[config.mk]
export PLATFORM = sky130hd
export DESIGN_NAME = uart_tx_frame_flat
export DESIGN_NICKNAME = d
export VERILOG_FILES = /design/src/rtl/uart_tx_frame_if.sv /design/src/rtl/uart_tx_frame.sv /design/src/flat_wrapper.sv
export SDC_FILE = /design/constraint.sdc
export NUM_CORES = 1
export LEC_CHECK = 0
export CAP_MARGIN = 20
export CORE_ASPECT_RATIO = 1.25
export CORE_UTILIZATION = 63
export CTS_CLUSTER_SIZE = 30
export DETAILED_ROUTE_END_ITERATION = 8
export PLACE_DENSITY = 0.88
export SLEW_MARGIN = 20
export SYNTH_ARGS = -nofsm -noshare
export SYNTH_HDL_FRONTEND = slang
export SYNTH_SLANG_ARGS = --single-unit
[constraint.sdc]
create_clock -name clock -period 4.4 [get_ports clock]
set_clock_uncertainty 0.1 [all_clocks]
set_input_delay 1.32 -clock clock [delete_from_list [all_inputs] [get_ports clock]]
set_output_delay 1.32 -clock clock [all_outputs]
set_load 0.1 [all_outputs]
[src/rtl/uart_tx_frame_if.sv]
// Byte-stream handshake into the UART transmitter.
//   data      : byte offered by the producer
//   dataValid : producer has a byte this cycle
//   dataReady : transmitter FIFO can take a byte this cycle
interface uart_tx_frame_if;
    logic [7:0] data;
    logic       dataValid;
    logic       dataReady;

    modport master (
        output data,
        output dataValid,
        input  dataReady
    );

    modport slave (
        input  data,
        input  dataValid,
        output dataReady
    );
endinterface

[src/rtl/uart_tx_frame.sv]
// UART transmitter with a byte FIFO in front of an 8N1/8N2 framer.
//   clock     : single clock, rising edge
//   reset     : synchronous, active-high
//   bus       : byte handshake (data / dataValid / dataReady)
//   tx        : registered serial line, idle high
//   busy      : frame in progress or bytes still queued
//   fifoCount : bytes queued, not counting the one on the line
module uart_tx_frame #(
    parameter int unsigned ClockFrequency = 1000000,
    parameter int unsigned BaudRate       = 9600,
    parameter int unsigned FifoDepth      = 4,
    parameter int unsigned StopBits       = 1
) (
    input  logic                         clock,
    input  logic                         reset,
    uart_tx_frame_if.slave               bus,
    output logic                         tx,
    output logic                         busy,
    output logic [$clog2(FifoDepth):0]   fifoCount
);

    localparam int unsigned BitTicks = ClockFrequency / BaudRate;
    localparam int unsigned TickW    = (BitTicks > 1) ? $clog2(BitTicks) : 1;
    localparam int unsigned PtrW     = $clog2(FifoDepth);
    localparam int unsigned CntW     = PtrW + 1;

    // Parameter sanity, rejected at elaboration
    if (BitTicks < 2) begin : g_bad_bit_ticks
        $fatal(1, "uart_tx_frame: ClockFrequency/BaudRate must be at least 2");
    end
    if (FifoDepth < 2 || FifoDepth > 16 || (FifoDepth & (FifoDepth - 1)) != 0) begin : g_bad_depth
        $fatal(1, "uart_tx_frame: FifoDepth must be a power of two in 2..16");
    end
    if (StopBits != 1 && StopBits != 2) begin : g_bad_stop
        $fatal(1, "uart_tx_frame: StopBits must be 1 or 2");
    end

    typedef enum logic [1:0] {
        IDLE  = 2'd0,
        START = 2'd1,
        DATA  = 2'd2,
        STOP  = 2'd3
    } state_t;

    state_t            state;
    state_t            state_next;
    logic [TickW-1:0]  tick;
    logic [TickW-1:0]  tick_next;
    logic [2:0]        bit_idx;
    logic [2:0]        bit_next;
    logic [7:0]        sr;
    logic [7:0]        sr_next;
    logic              tx_next;
    logic              pop;
    logic              push;
    logic              ready;
    logic              bit_end;

    logic [7:0]        mem [FifoDepth];
    logic [PtrW-1:0]   rd_ptr;
    logic [PtrW-1:0]   wr_ptr;
    logic [CntW-1:0]   count;

    // Handshake: ready depends only on the registered count
    assign ready         = (count != CntW'(FifoDepth));
    assign push          = bus.dataValid && ready;
    assign bus.dataReady = ready;
    assign fifoCount     = count;
    assign busy          = (state != IDLE) || (count != '0);
    assign bit_end       = (tick == TickW'(BitTicks - 1));

    // FSM state register
    always_ff @(posedge clock) begin
        if (reset) begin
            state <= IDLE;
        end else begin
            state <= state_next;
        end
    end

    // Next-state and datapath-next logic; a frame start always pops the FIFO head
    always_comb begin
        state_next = state;
        tick_next  = tick;
        bit_next   = bit_idx;
        sr_next    = sr;
        pop        = 1'b0;
        case (state)
            IDLE: begin
                if (count != '0) begin
                    state_next = START;
                    pop        = 1'b1;
                    sr_next    = mem[rd_ptr];
                    tick_next  = '0;
                    bit_next   = '0;
                end
            end
            START: begin
                if (bit_end) begin
                    state_next = DATA;
                    tick_next  = '0;
                    bit_next   = '0;
                end else begin
                    tick_next = tick + TickW'(1);
                end
            end
            DATA: begin
                if (bit_end) begin
                    tick_next = '0;
                    if (bit_idx == 3'd7) begin
                        state_next = STOP;
                        bit_next   = '0;
                    end else begin
                        bit_next = bit_idx + 3'd1;
                        sr_next  = {1'b0, sr[7:1]};
                    end
                end else begin
                    tick_next = tick + TickW'(1);
                end
            end
            STOP: begin
                if (bit_end) begin
                    tick_next = '0;
                    if (bit_idx == 3'(StopBits - 1)) begin
                        // Back-to-back frames: next start bit follows the last stop cycle
                        if (count != '0) begin
                            state_next = START;
                            pop        = 1'b1;
                            sr_next    = mem[rd_ptr];
                            bit_next   = '0;
                        end else begin
                            state_next = IDLE;
                            bit_next   = '0;
                        end
                    end else begin
                        bit_next = bit_idx + 3'd1;
                    end
                end else begin
                    tick_next = tick + TickW'(1);
                end
            end
            default: begin
                state_next = IDLE;
            end
        endcase
    end

    // Output logic: line level for the state being entered (sr[0] is the current data bit)
    always_comb begin
        tx_next = 1'b1;
        if (state_next == DATA) begin
            tx_next = sr_next[0];
        end else if (state_next == START) begin
            tx_next = 1'b0;
        end
    end

    // Bit timing, shift register and registered line
    always_ff @(posedge clock) begin
        if (reset) begin
            tick    <= '0;
            bit_idx <= '0;
            sr      <= '0;
            tx      <= 1'b1;
        end else begin
            tick    <= tick_next;
            bit_idx <= bit_next;
            sr      <= sr_next;
            tx      <= tx_next;
        end
    end

    // FIFO storage, no reset needed on the data array
    always_ff @(posedge clock) begin
        if (push && !reset) begin
            mem[wr_ptr] <= bus.data;
        end
    end

    // FIFO pointers and occupancy; pointers wrap naturally at the power-of-two depth
    always_ff @(posedge clock) begin
        if (reset) begin
            rd_ptr <= '0;
            wr_ptr <= '0;
            count  <= '0;
        end else begin
            if (push) begin
                wr_ptr <= wr_ptr + PtrW'(1);
            end
            if (pop) begin
                rd_ptr <= rd_ptr + PtrW'(1);
            end
            case ({push, pop})
                2'b10:   count <= count + CntW'(1);
                2'b01:   count <= count - CntW'(1);
                default: count <= count;
            endcase
        end
    end

endmodule

[src/flat_wrapper.sv]
// flat-port wrapper written by rule: the top's interface ports become plain ports
module uart_tx_frame_flat 
#(
    parameter int unsigned ClockFrequency = 1000000,
    parameter int unsigned BaudRate       = 9600,
    parameter int unsigned FifoDepth      = 4,
    parameter int unsigned StopBits       = 1
)
  (clock, reset, tx, busy, fifoCount, bus_data, bus_dataValid, bus_dataReady);
  uart_tx_frame_if bus_i ();
  input  logic clock;
  input  logic reset;
  output logic tx;
  output logic busy;
  output logic [$clog2(FifoDepth):0] fifoCount;
  input wire logic [$bits(bus_i.data)-1:0] bus_data;
  input wire logic [$bits(bus_i.dataValid)-1:0] bus_dataValid;
  output wire logic [$bits(bus_i.dataReady)-1:0] bus_dataReady;
  assign bus_i.data = bus_data;
  assign bus_i.dataValid = bus_dataValid;
  assign bus_dataReady = bus_i.dataReady;
  uart_tx_frame #(.ClockFrequency(ClockFrequency), .BaudRate(BaudRate), .FifoDepth(FifoDepth), .StopBits(StopBits)) u_core (.clock(clock), .reset(reset), .bus(bus_i), .tx(tx), .busy(busy), .fifoCount(fifoCount));
endmodule
==> impl_results.md <==
- Status: finished, final reports clean
- Drt initial violations: 187
- Synth cell types: 51
- Most common cell in the netlist: edfxtp_1
- Num CTS Buffers: 9
- CTS tree: yes
- Static Leak: 1.16 nW
- HP Start: u_core.bit_idx[1]
- Pins over their slew limit: 0
- Initial antenna violation count: 0
- Post-DP HPWL: 3690 um
- Critical path startpoint category: register
- CP bufs+invs: 1
- Critical R2R Capture: u_core.fifoCount[2]
- Crit path max-delay cell type: clkdlybuf4s50_1
- All-layer global routing usage: 0.256
- Slew headroom: 0.352
- Final net count: 296
- Synth top area cells: edfxtp_1, dfxtp_1, mux4_2, ha_1, nor2_1
- Post-synth top area share: 0.328
- Crit-path leading delay family: buffers and inverters
- Compound-Gate Fraction of Synth Area: 0.132
- Hold_ws: 0.380 ns
- Crit Path Category: reg -> out
- Die Wd: 63.0 um
- Placement Setup Slack: 1.01 ns
- Worst path required time: 2.98 ns
- H-tree Lvls: 3
- Mapped Area: 0.00293 mm2
- Antenna-violating nets left: 0
- GP Congestion: 0.791
- Post-CTS setup buffer count: 0
- Maximum vdd ir drop: 0.443 mV
- Setup TNS: 0 ns
- # IOs: 17
- Longest Clk Path Bufs: 2
- Flops & latches, synth: 62
- Fillers: 269
- Clk_lat worst skew: 0.34 ns
- Min-Delay Path Class: reg -> reg
- Cells after Synth: 253
- Leading area contributor after synthesis: edfxtp_1
- Ys async rst share: 0
- Max cap viols: 0
- CP arrival: 1.94 ns
- CP max FO: 7
- Simple-gate share of the synthesized area: 0.153
- Setup WS post-layout: 1.04 ns
- Starting Density: 0.662
- CTS hold repair buffers: 0
- Vias per inst: 6.13
- Die area: 0.00493 mm2
- Via count: 2046
- Most used DFF post-synth: edfxtp_1
- Post-synthesis mux area share: 0.0721
- Crit share post-route: 0.763
- Vias in the first global route: 1956
- Synthesized net count: 278
- YS warnings: 0
- R2r setup slk: 1.12 ns
- Largest family of logic cells by synthesized area: simple AND/OR/NAND/NOR gates
- Power Density: 658 mW/mm2
- Fmax: 298 MHz
- Largest net degree at the start of global routing: 31
- Setup violators final: 0
- WL/cell: 17.1 um
- Gr ovfl total: 0
- RR Startpoint: u_core.state[1]
- Final Power: 2.21 mW
- Layout cells sized above 1: 0.127
- Post-synthesis sequential area ratio: 0.533
- Worst Setup End Kind: primary output
- Minimum clock period: 3.36 ns
- # diodes: 0
- Xor and xnor fraction of the mapped netlist area: 0.0149
- Critical-path cell list: clkdlybuf4s50_1
- Slew @ Worst Pin: 0.968 ns
- RSZ-0062 raised after global routing: no
- Post-synth EDFFs: 32
- Hold depth: 2
- Drt drc: 0
- Total number of placement rows: 27
- Final Hold Violating Endpoints: 0
- Hold Crit Endpoint: u_core.bit_idx[1]
- Post-cts repair resize count: 0
- First-pass GRT wire length: 9220 um
- Layout area overhead: 14.3%
- R2R cell count: 10
- Multi-input gate area: 0.00127 mm2
- Post-synth top cells: edfxtp_1, nor2_1, dfxtp_1
- Syn avg cell area: 11.6 um2
- DR pass1 iterations: 4
- IO buf count: 16
- Synth Area in Adders: 0.0623
- CTS Sinks: 62
- Clk root buf: clkbuf_8
- FF/Latch Area: 0.00156 mm2
- Clock transition at the registers of the reported paths: 0.07 ns
- Final WL: 5720 um
- Core footprint: 0.00443 mm2
- Die H: 78.3 um
- Max stage delay on crit path: 1.17 ns
==> layer usage <==
| layer | wire length, um | part of all wire | vias to the layer above | track usage |
|---|---|---|---|---|
| li1 | - | - | 991 | - |
| met1 | 2310 | 0.40 | 987 | 0.289 |
| met2 | 3050 | 0.53 | 55 | 0.446 |
| met3 | 235 | 0.041 | 13 | 0.0596 |
| met4 | 114 | 0.020 | 0 | 0.137 |
| met5 | 0 | 0 | - | 0 |
==> sequential cells by signal (all words and copies together), names as in the netlist, named ones only <==
signal,flops
u_core.rd_ptr,2
u_core.bit_idx,3
u_core.tx,1
u_core.wr_ptr,2
u_core.mem,32
u_core.sr,8
u_core.state,2
u_core.fifoCount,3
u_core.tick,7
==> area by class of cell <==
| cell class | count | area share |
|---|---|---|
| inverter | 10 | 0.0112 |
| clock inverter | 7 | 0.0306 |
| timing repair buffer | 19 | 0.0530 |
| clock buffer | 9 | 0.0370 |
| sequential | 62 | 0.466 |
| tap | 58 | 0.0217 |
| multi-input combinational | 169 | 0.381 |
==> placed cells by master (no fill, tap or decap), types with 3 or more instances in the layout <==
cell type	synthesis	final
o21ai_0	6	6
nor2_1	31	31
clkdlybuf4s50_1	0	14
nand3b_1	4	4
mux4_2	8	8
nor3b_1	3	3
inv_1	10	10
a211oi_1	8	8
a21oi_1	11	11
ha_1	13	13
edfxtp_1	32	32
a311oi_1	3	3
nand3_1	12	12
buf_4	0	5
clkbuf_8	0	9
nor2b_1	4	4
dfxtp_1	30	30
xor2_1	3	3
nand2_1	17	17
o211ai_1	6	6
and2_1	5	5
inv_6	0	3
==> worst register-to-register path: stages, from the launching register on <==
cell and delay (ns):
dfxtp_1 0.41, ha_1 0.34, nand3b_1 0.20, o41ai_1 0.40, nor2b_1 0.34, ha_1 0.25
inv_1 0.06, fa_1 0.38, xor2_1 0.16, or3_2 0.41, a21oi_1 0.16
==> worst max-delay path by stage <==
| stage | startpoint | end | slack, ns | cells past startpoint |
|---|---|---|---|---|
| after detailed placement | bus_dataValid | u_core.fifoCount[2] | 1.01 | 8 |
| final | u_core.fifoCount[2] | fifoCount[2] | 1.04 | 1 |
| after floorplan | u_core.fifoCount[2] | u_core.fifoCount[2] | 0.38 | 8 |
| after global placement | bus_dataValid | u_core.fifoCount[2] | 1.06 | 8 |
| after CTS | u_core.fifoCount[0] | fifoCount[0] | 1.03 | 1 |
| after global routing | u_core.state[1] | u_core.fifoCount[2] | 0.94 | 10 |
==> per-stage QoR <==
step	cell area, um2	util	instances
floorplan	2930	-	253
global placement	3120	0.706	318
detailed placement	3120	0.706	318
CTS	3350	0.757	334
global route	3350	0.757	334
finish	3350	0.757	334
==> power breakdown <==
group / switching [mW] / internal (mW) / leakage [nW]
combinational: 0.565 / 0.318 / 0.513
clock: 0.241 / 0.325 / 0.111
sequential: 0.0697 / 0.686 / 0.535
==> logic make-up after synthesis <==
family | after synthesis
compound gates | 49
xor+xnor | 5
fa+ha+maj | 14
buf+inv | 22
flops | 62
mux | 11
simple gates | 90
(Power assumes the default switching activity.)
